$ cat src/rtl/cordic_seq_pkg.sv
// Shared types and defaults for the CORDIC request sequencer.
package cordic_seq_pkg;

   typedef enum logic [1:0] {
      IDLE  = 2'd0,
      ISSUE = 2'd1,
      WAIT  = 2'd2
   } seq_state_t;

   // One result slot: error flag plus the FP32 cosine word.
   typedef struct packed {
      logic        err;
      logic [31:0] data;
   } fifo_entry_t;

   localparam int DEF_OUT_DEPTH      = 4;
   localparam int DEF_TIMEOUT_CYCLES = 16;

endpackage

$ cat src/rtl/cordic_result_fifo.sv
// First-word fall-through result FIFO; head word reads as zero when empty.
module cordic_result_fifo
   import cordic_seq_pkg::*;
#(
   parameter int DEPTH = DEF_OUT_DEPTH
) (
   input  logic        clock,
   input  logic        aclr_n,
   input  logic        push,
   input  logic        push_err,
   input  logic [31:0] push_data,
   input  logic        pop,
   output logic        full,
   output logic        empty,
   output logic        head_err,
   output logic [31:0] head_data
);

   localparam int AW = (DEPTH > 1) ? $clog2(DEPTH) : 1;
   localparam logic [AW:0] FULL_CNT = (AW + 1)'(DEPTH);

   fifo_entry_t   mem [DEPTH];
   logic [AW-1:0] wr_ptr;
   logic [AW-1:0] rd_ptr;
   logic [AW:0]   count;
   logic          do_push;
   logic          do_pop;

   assign empty    = (count == '0);
   assign full     = (count == FULL_CNT);
   assign do_push  = push && !full;
   assign do_pop   = pop && !empty;
   // Gating with empty keeps the outputs low after reset without clearing storage.
   assign head_err  = !empty && mem[rd_ptr].err;
   assign head_data = empty ? '0 : mem[rd_ptr].data;

   // Storage write; contents are don't-care until counted in.
   always_ff @(posedge clock) begin
      if (do_push) mem[wr_ptr] <= '{err: push_err, data: push_data};
   end

   // Pointers wrap naturally because DEPTH is a power of two.
   always_ff @(posedge clock or negedge aclr_n) begin
      if (!aclr_n) begin
         wr_ptr <= '0;
         rd_ptr <= '0;
         count  <= '0;
      end else begin
         if (do_push) wr_ptr <= wr_ptr + 1'b1;
         if (do_pop)  rd_ptr <= rd_ptr + 1'b1;
         case ({do_push, do_pop})
            2'b10:   count <= count + 1'b1;
            2'b01:   count <= count - 1'b1;
            default: count <= count;
         endcase
      end
   end

endmodule

$ cat src/rtl/cordic_request_sequencer.sv
// Issues stream angles one at a time to the CORDIC cosine unit and queues results.
module cordic_request_sequencer
   import cordic_seq_pkg::*;
#(
   parameter int OUT_DEPTH      = DEF_OUT_DEPTH,
   parameter int TIMEOUT_CYCLES = DEF_TIMEOUT_CYCLES
) (
   input  logic        clock,
   input  logic        aclr_n,
   input  logic        in_valid,
   output logic        in_ready,
   input  logic [31:0] in_data,
   output logic        out_valid,
   input  logic        out_ready,
   output logic [31:0] out_data,
   output logic        out_err,
   output logic        cordic_clk_en,
   output logic        cordic_start,
   output logic [31:0] cordic_dataa,
   input  logic [31:0] cordic_result,
   input  logic        cordic_done,
   output logic        busy,
   output logic [7:0]  err_count
);

   localparam int CW = $clog2(TIMEOUT_CYCLES + 1);
   // Counter value seen during the TIMEOUT_CYCLES-th WAIT cycle.
   localparam logic [CW-1:0] TMO_LAST = CW'(TIMEOUT_CYCLES - 1);

   seq_state_t    state;
   logic [CW-1:0] wait_cnt;
   logic          run_q;
   logic          fifo_full;
   logic          fifo_empty;
   logic          push;
   logic          push_err;
   logic [31:0]   push_data;

   // run_q holds in_ready low until the first edge after reset release.
   assign in_ready      = run_q && (state == IDLE) && !fifo_full;
   assign busy          = (state != IDLE);
   assign cordic_start  = (state == ISSUE);
   // Done is combinational from the unit, so freezing it must be too.
   assign cordic_clk_en = (state == ISSUE) || ((state == WAIT) && !cordic_done);
   // Done beats a coincident timeout.
   assign push          = (state == WAIT) && (cordic_done || (wait_cnt == TMO_LAST));
   assign push_err      = !cordic_done;
   assign push_data     = cordic_done ? cordic_result : '0;
   assign out_valid     = !fifo_empty;

   // Sequencer FSM, timeout counter and error counter.
   always_ff @(posedge clock or negedge aclr_n) begin
      if (!aclr_n) begin
         state        <= IDLE;
         wait_cnt     <= '0;
         cordic_dataa <= '0;
         err_count    <= '0;
         run_q        <= 1'b0;
      end else begin
         run_q <= 1'b1;
         case (state)
            IDLE: begin
               if (in_valid && in_ready) begin
                  cordic_dataa <= in_data;
                  state        <= ISSUE;
               end
            end
            ISSUE: begin
               wait_cnt <= '0;
               state    <= WAIT;
            end
            WAIT: begin
               if (cordic_done) begin
                  state <= IDLE;
               end else if (wait_cnt == TMO_LAST) begin
                  state <= IDLE;
                  if (err_count != 8'hFF) err_count <= err_count + 1'b1;
               end else begin
                  wait_cnt <= wait_cnt + 1'b1;
               end
            end
            default: state <= IDLE;
         endcase
      end
   end

   cordic_result_fifo #(.DEPTH(OUT_DEPTH)) u_fifo (
      .clock     (clock),
      .aclr_n    (aclr_n),
      .push      (push),
      .push_err  (push_err),
      .push_data (push_data),
      .pop       (out_ready),
      .full      (fifo_full),
      .empty     (fifo_empty),
      .head_err  (out_err),
      .head_data (out_data)
   );

endmodule

$ cat config.mk
export PLATFORM = sky130hd
export DESIGN_NAME = cordic_request_sequencer
export DESIGN_NICKNAME = d
export VERILOG_FILES = /design/src/rtl/cordic_seq_pkg.sv /design/src/rtl/cordic_result_fifo.sv /design/src/rtl/cordic_request_sequencer.sv
export SDC_FILE = /design/constraint.sdc
export NUM_CORES = 1
export LEC_CHECK = 0
export CORE_MARGIN = 3
export CORE_UTILIZATION = 52
export DETAILED_ROUTE_END_ITERATION = 7
export PLACE_DENSITY = 0.9
export SYNTH_ARGS = -nofsm -noshare
export SYNTH_HDL_FRONTEND = slang
export SYNTH_SLANG_ARGS = --single-unit
$ cat constraint.sdc
create_clock -name clock -period 4.17 [get_ports clock]
set_input_delay 0.834 -clock clock [delete_from_list [all_inputs] [get_ports clock]]
set_output_delay 0.834 -clock clock [all_outputs]
set_load 0.05 [all_outputs]
== Word level (Yosys, flattened, before mapping) ==
Memories as Yosys holds them, arrays and structs flattened.
Cells that the tools add are included.

* Add/subtract/negate cells: 6
* Multiply operators: 0
* Div/mod/pow operators: 0
* Order comparisons: 0
* Equal/unequal tests: 11
* Shifts and indexed selects: 0
* Multiplexer cells: 12
* Bitwise operators: 1
* Reduce and logical (&&, ||, !) cells: 22

{| class="wikitable"
|+ Operators with widths
! cell !! number
|-
| 2-to-1 mux 32 bit || 2
|-
| 2-to-1 mux 5 bit || 2
|-
| one-hot mux 5 bit (2 select lines) || 1
|-
| adder 8 x 1 -> 8 bit, second input constant || 1
|-
| logical AND 1 bit || 8
|-
| != test 8 bit, second input constant || 1
|-
| 2-to-1 mux 2 bit || 3
|-
| one-hot mux 2 bit (3 select lines) || 1
|-
| one-hot mux 3 bit (2 select lines) || 1
|-
| nonzero test 2 bit || 3
|-
| adder 5 x 1 -> 5 bit, second input constant || 1
|-
| == test 5 x 4 -> 1 bit, second input constant || 1
|-
| adder 2 x 1 -> 2 bit, second input constant || 2
|-
| == test 2 x 1 -> 1 bit, second input constant || 2
|-
| == test 2 bit, second input constant || 2
|-
| != test 2 bit, second input constant || 2
|-
| AND reduction 2 bit || 2
|-
| AND reduction 4 bit || 1
|-
| adder 3 x 1 -> 3 bit, second input constant || 1
|-
| == test 3 bit, second input constant || 1
|-
| zero test 1 bit || 3
|-
| zero test 3 bit || 1
|-
| != test 3 x 2 -> 1 bit, second input constant || 1
|-
| AND reduction 3 bit || 1
|-
| 6 further kinds || 8
|}

* Register bits after elaboration: 55
* Latch bits: 0
* RAM bits: 132
* Memory bits (read-only): 0
* Input bits: 69
* Memories: 1

{| class="wikitable"
|+ Memories
! name !! depth !! bits a word !! read ports !! clocked after memory_dff !! wr ports !! line !! RTL
|-
| u_fifo.mem || 4 || 33 || 1 || 0 || 1 || cordic_result_fifo.sv:22 || <nowiki>fifo_entry_t mem [DEPTH];</nowiki>
|}

== Depth between registers and ports, before layout ==
* Depth after elaboration: 6
* Mapped depth: 12
* Mapped depth without buffers: 12

== Cells and area by module ==
From an unflattened synthesis, not the netlist that was laid out.

* Cell total of the unflattened synthesis: 438
* Area, all modules: 7815.0 µm²

{| class="wikitable"
|+ Modules (own cells, without submodules)
! module !! times used !! cells each !! area each (µm²)
|-
| cordic_result_fifo || 1 || 247 || 5451.5
|-
| cordic_request_sequencer || 1 || 191 || 2363.5
|}

== Worst setup path after synthesis ==
OpenSTA, ideal clock, no wires.

* Kind: input port to flip-flop
* Start: input cordic_done
* End: memory u_fifo.mem[0][0] in the netlist's numbering (enable)
* Setup time: 0.393 ns
* Data arrival time: 2.251 ns
* Setup slack: 1.526 ns
* Stages on the path: 4
* Path through: buf_2 o21ai_0 nor2_1 and2_1

* Word-level cells in the longest chain between the ends: 5

{| class="wikitable"
|+ Ends and longest elaborated chain
! element !! line !! RTL
|-
| start, declared || cordic_request_sequencer.sv:21 || <nowiki>input logic cordic_done,</nowiki>
|-
| logical OR 1 bit || cordic_request_sequencer.sv:46 || <nowiki>assign push = (state == WAIT) && (cordic_done || (wait_cnt == TMO_LAST));</nowiki>
|-
| logical AND 1 bit || cordic_request_sequencer.sv:46 ||
|-
| logical AND 1 bit || cordic_result_fifo.sv:31 || <nowiki>assign do_push = push && !full;</nowiki>
|-
| 2-to-1 mux 1 bit || cordic_result_fifo.sv:39 || <nowiki>if (do_push) mem[wr_ptr] <= '{err: push_err, data: push_data};</nowiki>
|-
| 2-to-1 mux 1 bit (not written as such) || cordic_result_fifo.sv:39 ||
|-
| end, declared || cordic_result_fifo.sv:22 ||
|}

Every way passes these cells.

== Worst setup path after layout ==
* Start: register u_fifo.rd_ptr[1]
* End: output out_data[29]

* Word-level cells in the longest chain between the ends: 2

{| class="wikitable"
|+ Ends and longest elaborated chain
! element !! line !! RTL
|-
| start, declared || cordic_result_fifo.sv:24 || <nowiki>logic [AW-1:0] rd_ptr;</nowiki>
|-
| start signal, assigned || cordic_result_fifo.sv:50 || <nowiki>if (do_pop) rd_ptr <= rd_ptr + 1'b1;</nowiki>
|-
| memory read (4 x 33 bit) || n/a ||
|-
| 2-to-1 mux 32 bit || cordic_result_fifo.sv:35 || <nowiki>assign head_data = empty ? '0 : mem[rd_ptr].data;</nowiki>
|-
| end, declared || cordic_request_sequencer.sv:15 || <nowiki>output logic [31:0] out_data,</nowiki>
|}

Every way passes these cells.

==> results.txt <==
----------------------------------------------------
[Detailed routing]
  Via-to-Cell Ratio ... 5.471
  Number of DRC violations after detailed routing ... 0
  Number of iterations in the first detailed-routing pass ... 4
  Routed wirelength normalized by instance count ... 19.49 µm
  DRC violation total after the first TritonRoute iteration ... 266
  Antenna Violating Nets Remaining ... 0
  Vias post-DR ... 4284
  Routed wire length ... 15.26 mm

[Logic synthesis]
  Syn Inst Count ... 435
  Count of flip-flops with a built-in enable after synthesis ... 132
  Sequential fraction of the synthesis area ... 67.86%
  Share of async-settable or async-resettable flops after synthesis ... 29.41%
  Average footprint of a synthesized cell ... 18.09 µm²
  Mapped Nets ... 517
  Warnings from Yosys ... 0
  Synth Flop Type ... edfxtp_1
  Cell variety after synth ... 49
  Mapped Area ... 7869 µm²
  Yosys reg bits ... 187

[Timing]
  Transition time at the pin with the least slew margin ... 0.9348 ns
  Post-layout min period ... 3.515 ns
  Hold Violations, Final ... 0
  Worst Clk Skew ... 0.008236 ns
  Fmax achieved ... 284.5 MHz
  Total Neg Setup Slack ... 0 ns
  # setup viols final ... 0
  Final slew viol count ... 0
  Relative max-transition margin ... 37.68%
  RSZ-0062 raised after global routing ... false
  Fin crit share ... 84.29%

[Global route]
  Met3 capacity usage during global routing ... 7.296%
  GRT Overall Usage ... 18.92%
  Met2 Resource Use GR ... 31.55%
  Maximum number of pins on one net before global-route repair ... 39
  First-pass GRT wire length ... 23.91 mm
  Met1 demand-to-capacity share in global routing ... 23.18%
  Number of antenna violations at the first check in global routing ... 0
  Layer carrying the most global-route usage ... met2
  Total congestion overflow ... 0
  Vias in the first global route ... 4711

[Setup path]
  Kind of end point of the critical path ... primary output
  Worst-case reg-to-reg path depth ... 6
  Critical Path RT ... 3.34 ns
  Crit path launch type ... flip-flop
  Classification of the worst setup path ... reg -> out
  Endpoint arrival time on the critical path ... 2.68 ns
  Biggest fanout along the worst timing path ... 34

[Place]
  Weighted congestion at the end of routability-driven global placement ... 0.7775
  Port buffer count ... 146
  Number of placed instances, taps included ... 751
  Post-DP HPWL ... 9.805 mm

[CTS]
  Cell at the root of the clock tree ... clkbuf_16
  Total of cells resized after clock tree synthesis ... 0
  Clock transition at the registers of the reported paths ... 0.06 ns
  Clock Sinks ... 187
  Setup bufs post-CTS ... 0
  TritonCTS clock tree ... done
  Hold-fix buffer count after cts ... 0
  Worst-skew pair later-pin latency ... 0.42 ns
  Maximum clock insertion buffer count ... 2
  CTS buffer count ... 17
  Htree depth ... 4

[Final layout]
  Share of cells above drive strength 1 ... 18.86%
  Area growth from synthesis to layout ... 26.84%
  Count of non-filler cells in the finished layout ... 783
  Number of antenna cells inserted ... 0
  Final-stage net count ... 668

[Pwr]
  Worst-case vdd ir drop ... 0.0005416 V
  Leak pwr ... 3.757 nW
  Cell area power density ... 768.1 nW/µm²
  Total power draw ... 7.666 mW

[Die]
  Total number of placement rows ... 44
  IO Count ... 147
  Die Width ... 129.0 µm
  DIE AREA ... 16640 µm²
  Initial cell density of the core ... 53.73%
  Std-Cell Core Area ... 14640 µm²
  Die height ... 129.0 µm

[Outcome]
  Status ... complete, no violations

[Run]
  Number of max-cap violations ... 0

[Min path]
  Type of the most critical hold path ... in -> async

----------------------------------------------------
[cell families after synthesis]
family,synth area share (%)
buf+inv,2.592
fa+ha+maj,2.162
flops,67.86
simple gates,8.173
xor+xnor,1.113
compound gates,1.622
mux,16.43
other cells,0.04766
[worst paths after layout]
kind / from / to / slack (ns)
setup / recovery: u_fifo.rd_ptr[1] / out_data[29] / 0.66
hold / removal: aclr_n / wait_cnt[1] / 0.34
setup reg to reg: wait_cnt[1] / u_fifo.mem[0][13] / 1.40
hold reg to reg: wait_cnt[4] / wait_cnt[4] / 0.48
max in group asynchronous: aclr_n / u_fifo.count[2] / 3.01
min in group clock: wait_cnt[4] / wait_cnt[4] / 0.48
[layout make-up]
cell class | count | area [µm²]
well taps | 184 | 230.2
flip-flops and latches | 187 | 5343
inverters | 14 | 52.55
multi-input cells | 215 | 2330
clock inverters | 13 | 101.3
clock buffers | 19 | 432.9
fillers | 978 | 4663
repair buffers | 151 | 1491
[critical path, cell delays in order (launching register included)]
cell and delay, ns:
dfrtp_2 0.94, mux4_2 0.35, and2_1 0.14, clkdlybuf4s50_1 0.81
[sequential cells by signal (all words and copies together) (netlist names)]
| name | flops |
|---|---|
| err_count | 8 |
| u_fifo.mem | 132 |
| cordic_dataa | 32 |
| wait_cnt | 5 |
| u_fifo.wr_ptr | 2 |
| u_fifo.rd_ptr | 2 |
| state | 2 |
| u_fifo.count | 3 |
| run_q | 1 |
[cell usage in the layout (no fill, tap or decap), types with 4 or more instances in the layout]
cell and count:
mux4_2 33, buf_4 6, xor2_1 4, ha_1 12, mux2_2 7, dfrtp_1 53
mux2_4 30, inv_1 14, nor2_1 5, edfxtp_1 132, and2_2 4, clkinv_1 4
clkbuf_16 17, xnor2_1 6, and2_1 66, clkdlybuf4s50_1 144
[cell usage after synthesis (2+ instances only)]
master | instances | share of area (%)
ha_1 | 12 | 1.9
a22o_1 | 2 | 0.22
nor2b_1 | 2 | 0.16
mux2i_1 | 2 | 0.25
dfrtp_1 | 55 | 17
mux4_2 | 33 | 9.4
and2_1 | 70 | 5.6
nand2_1 | 3 | 0.14
inv_1 | 14 | 0.67
o21ai_0 | 2 | 0.13
nor4_1 | 2 | 0.16
and3_1 | 3 | 0.24
xnor2_1 | 6 | 0.67
xor2_1 | 4 | 0.45
buf_2 | 4 | 0.25
nor3_1 | 2 | 0.13
a21o_1 | 3 | 0.29
clkbuf_1 | 8 | 0.38
buf_12 | 3 | 0.76
nor3b_1 | 2 | 0.19
buf_6 | 3 | 0.43
mux2_2 | 7 | 1.0
nor2_1 | 5 | 0.24
nand3_1 | 3 | 0.19
edfxtp_1 | 132 | 50
mux2_4 | 30 | 5.7
[where the power goes]
group / internal, mW / leakage (nW) / switching [mW]
clock: 0.813 / 0.253 / 0.653
combinational: 1.50 / 1.63 / 2.17
sequential: 2.30 / 1.88 / 0.232
total: 4.61 / 3.76 / 3.06
[metrics by stage]
stage | util [%] | worst slack [ns] | hold WS [ns] | instance area (µm²)
after global placement | 64.51 | 1.048 | 0.4617 | 9447
after CTS | 68.16 | 0.6184 | 0.3319 | 9981
after floorplan | - | 1.526 | 0.4496 | 7869
final | 68.16 | 0.6552 | 0.3387 | 9981
after detailed placement | 64.51 | 1.066 | 0.4681 | 9447
after global routing | 68.16 | 0.5212 | 0.3547 | 9981
[routing by layer]
layer / vias to the layer above / wire length (µm)
met2: 144 / 7641
met5: - / 0
met1: 2186 / 6431
li1: 1934 / -
met3: 20 / 927
met4: 0 / 261
Power figures use the tool's default switching activity.
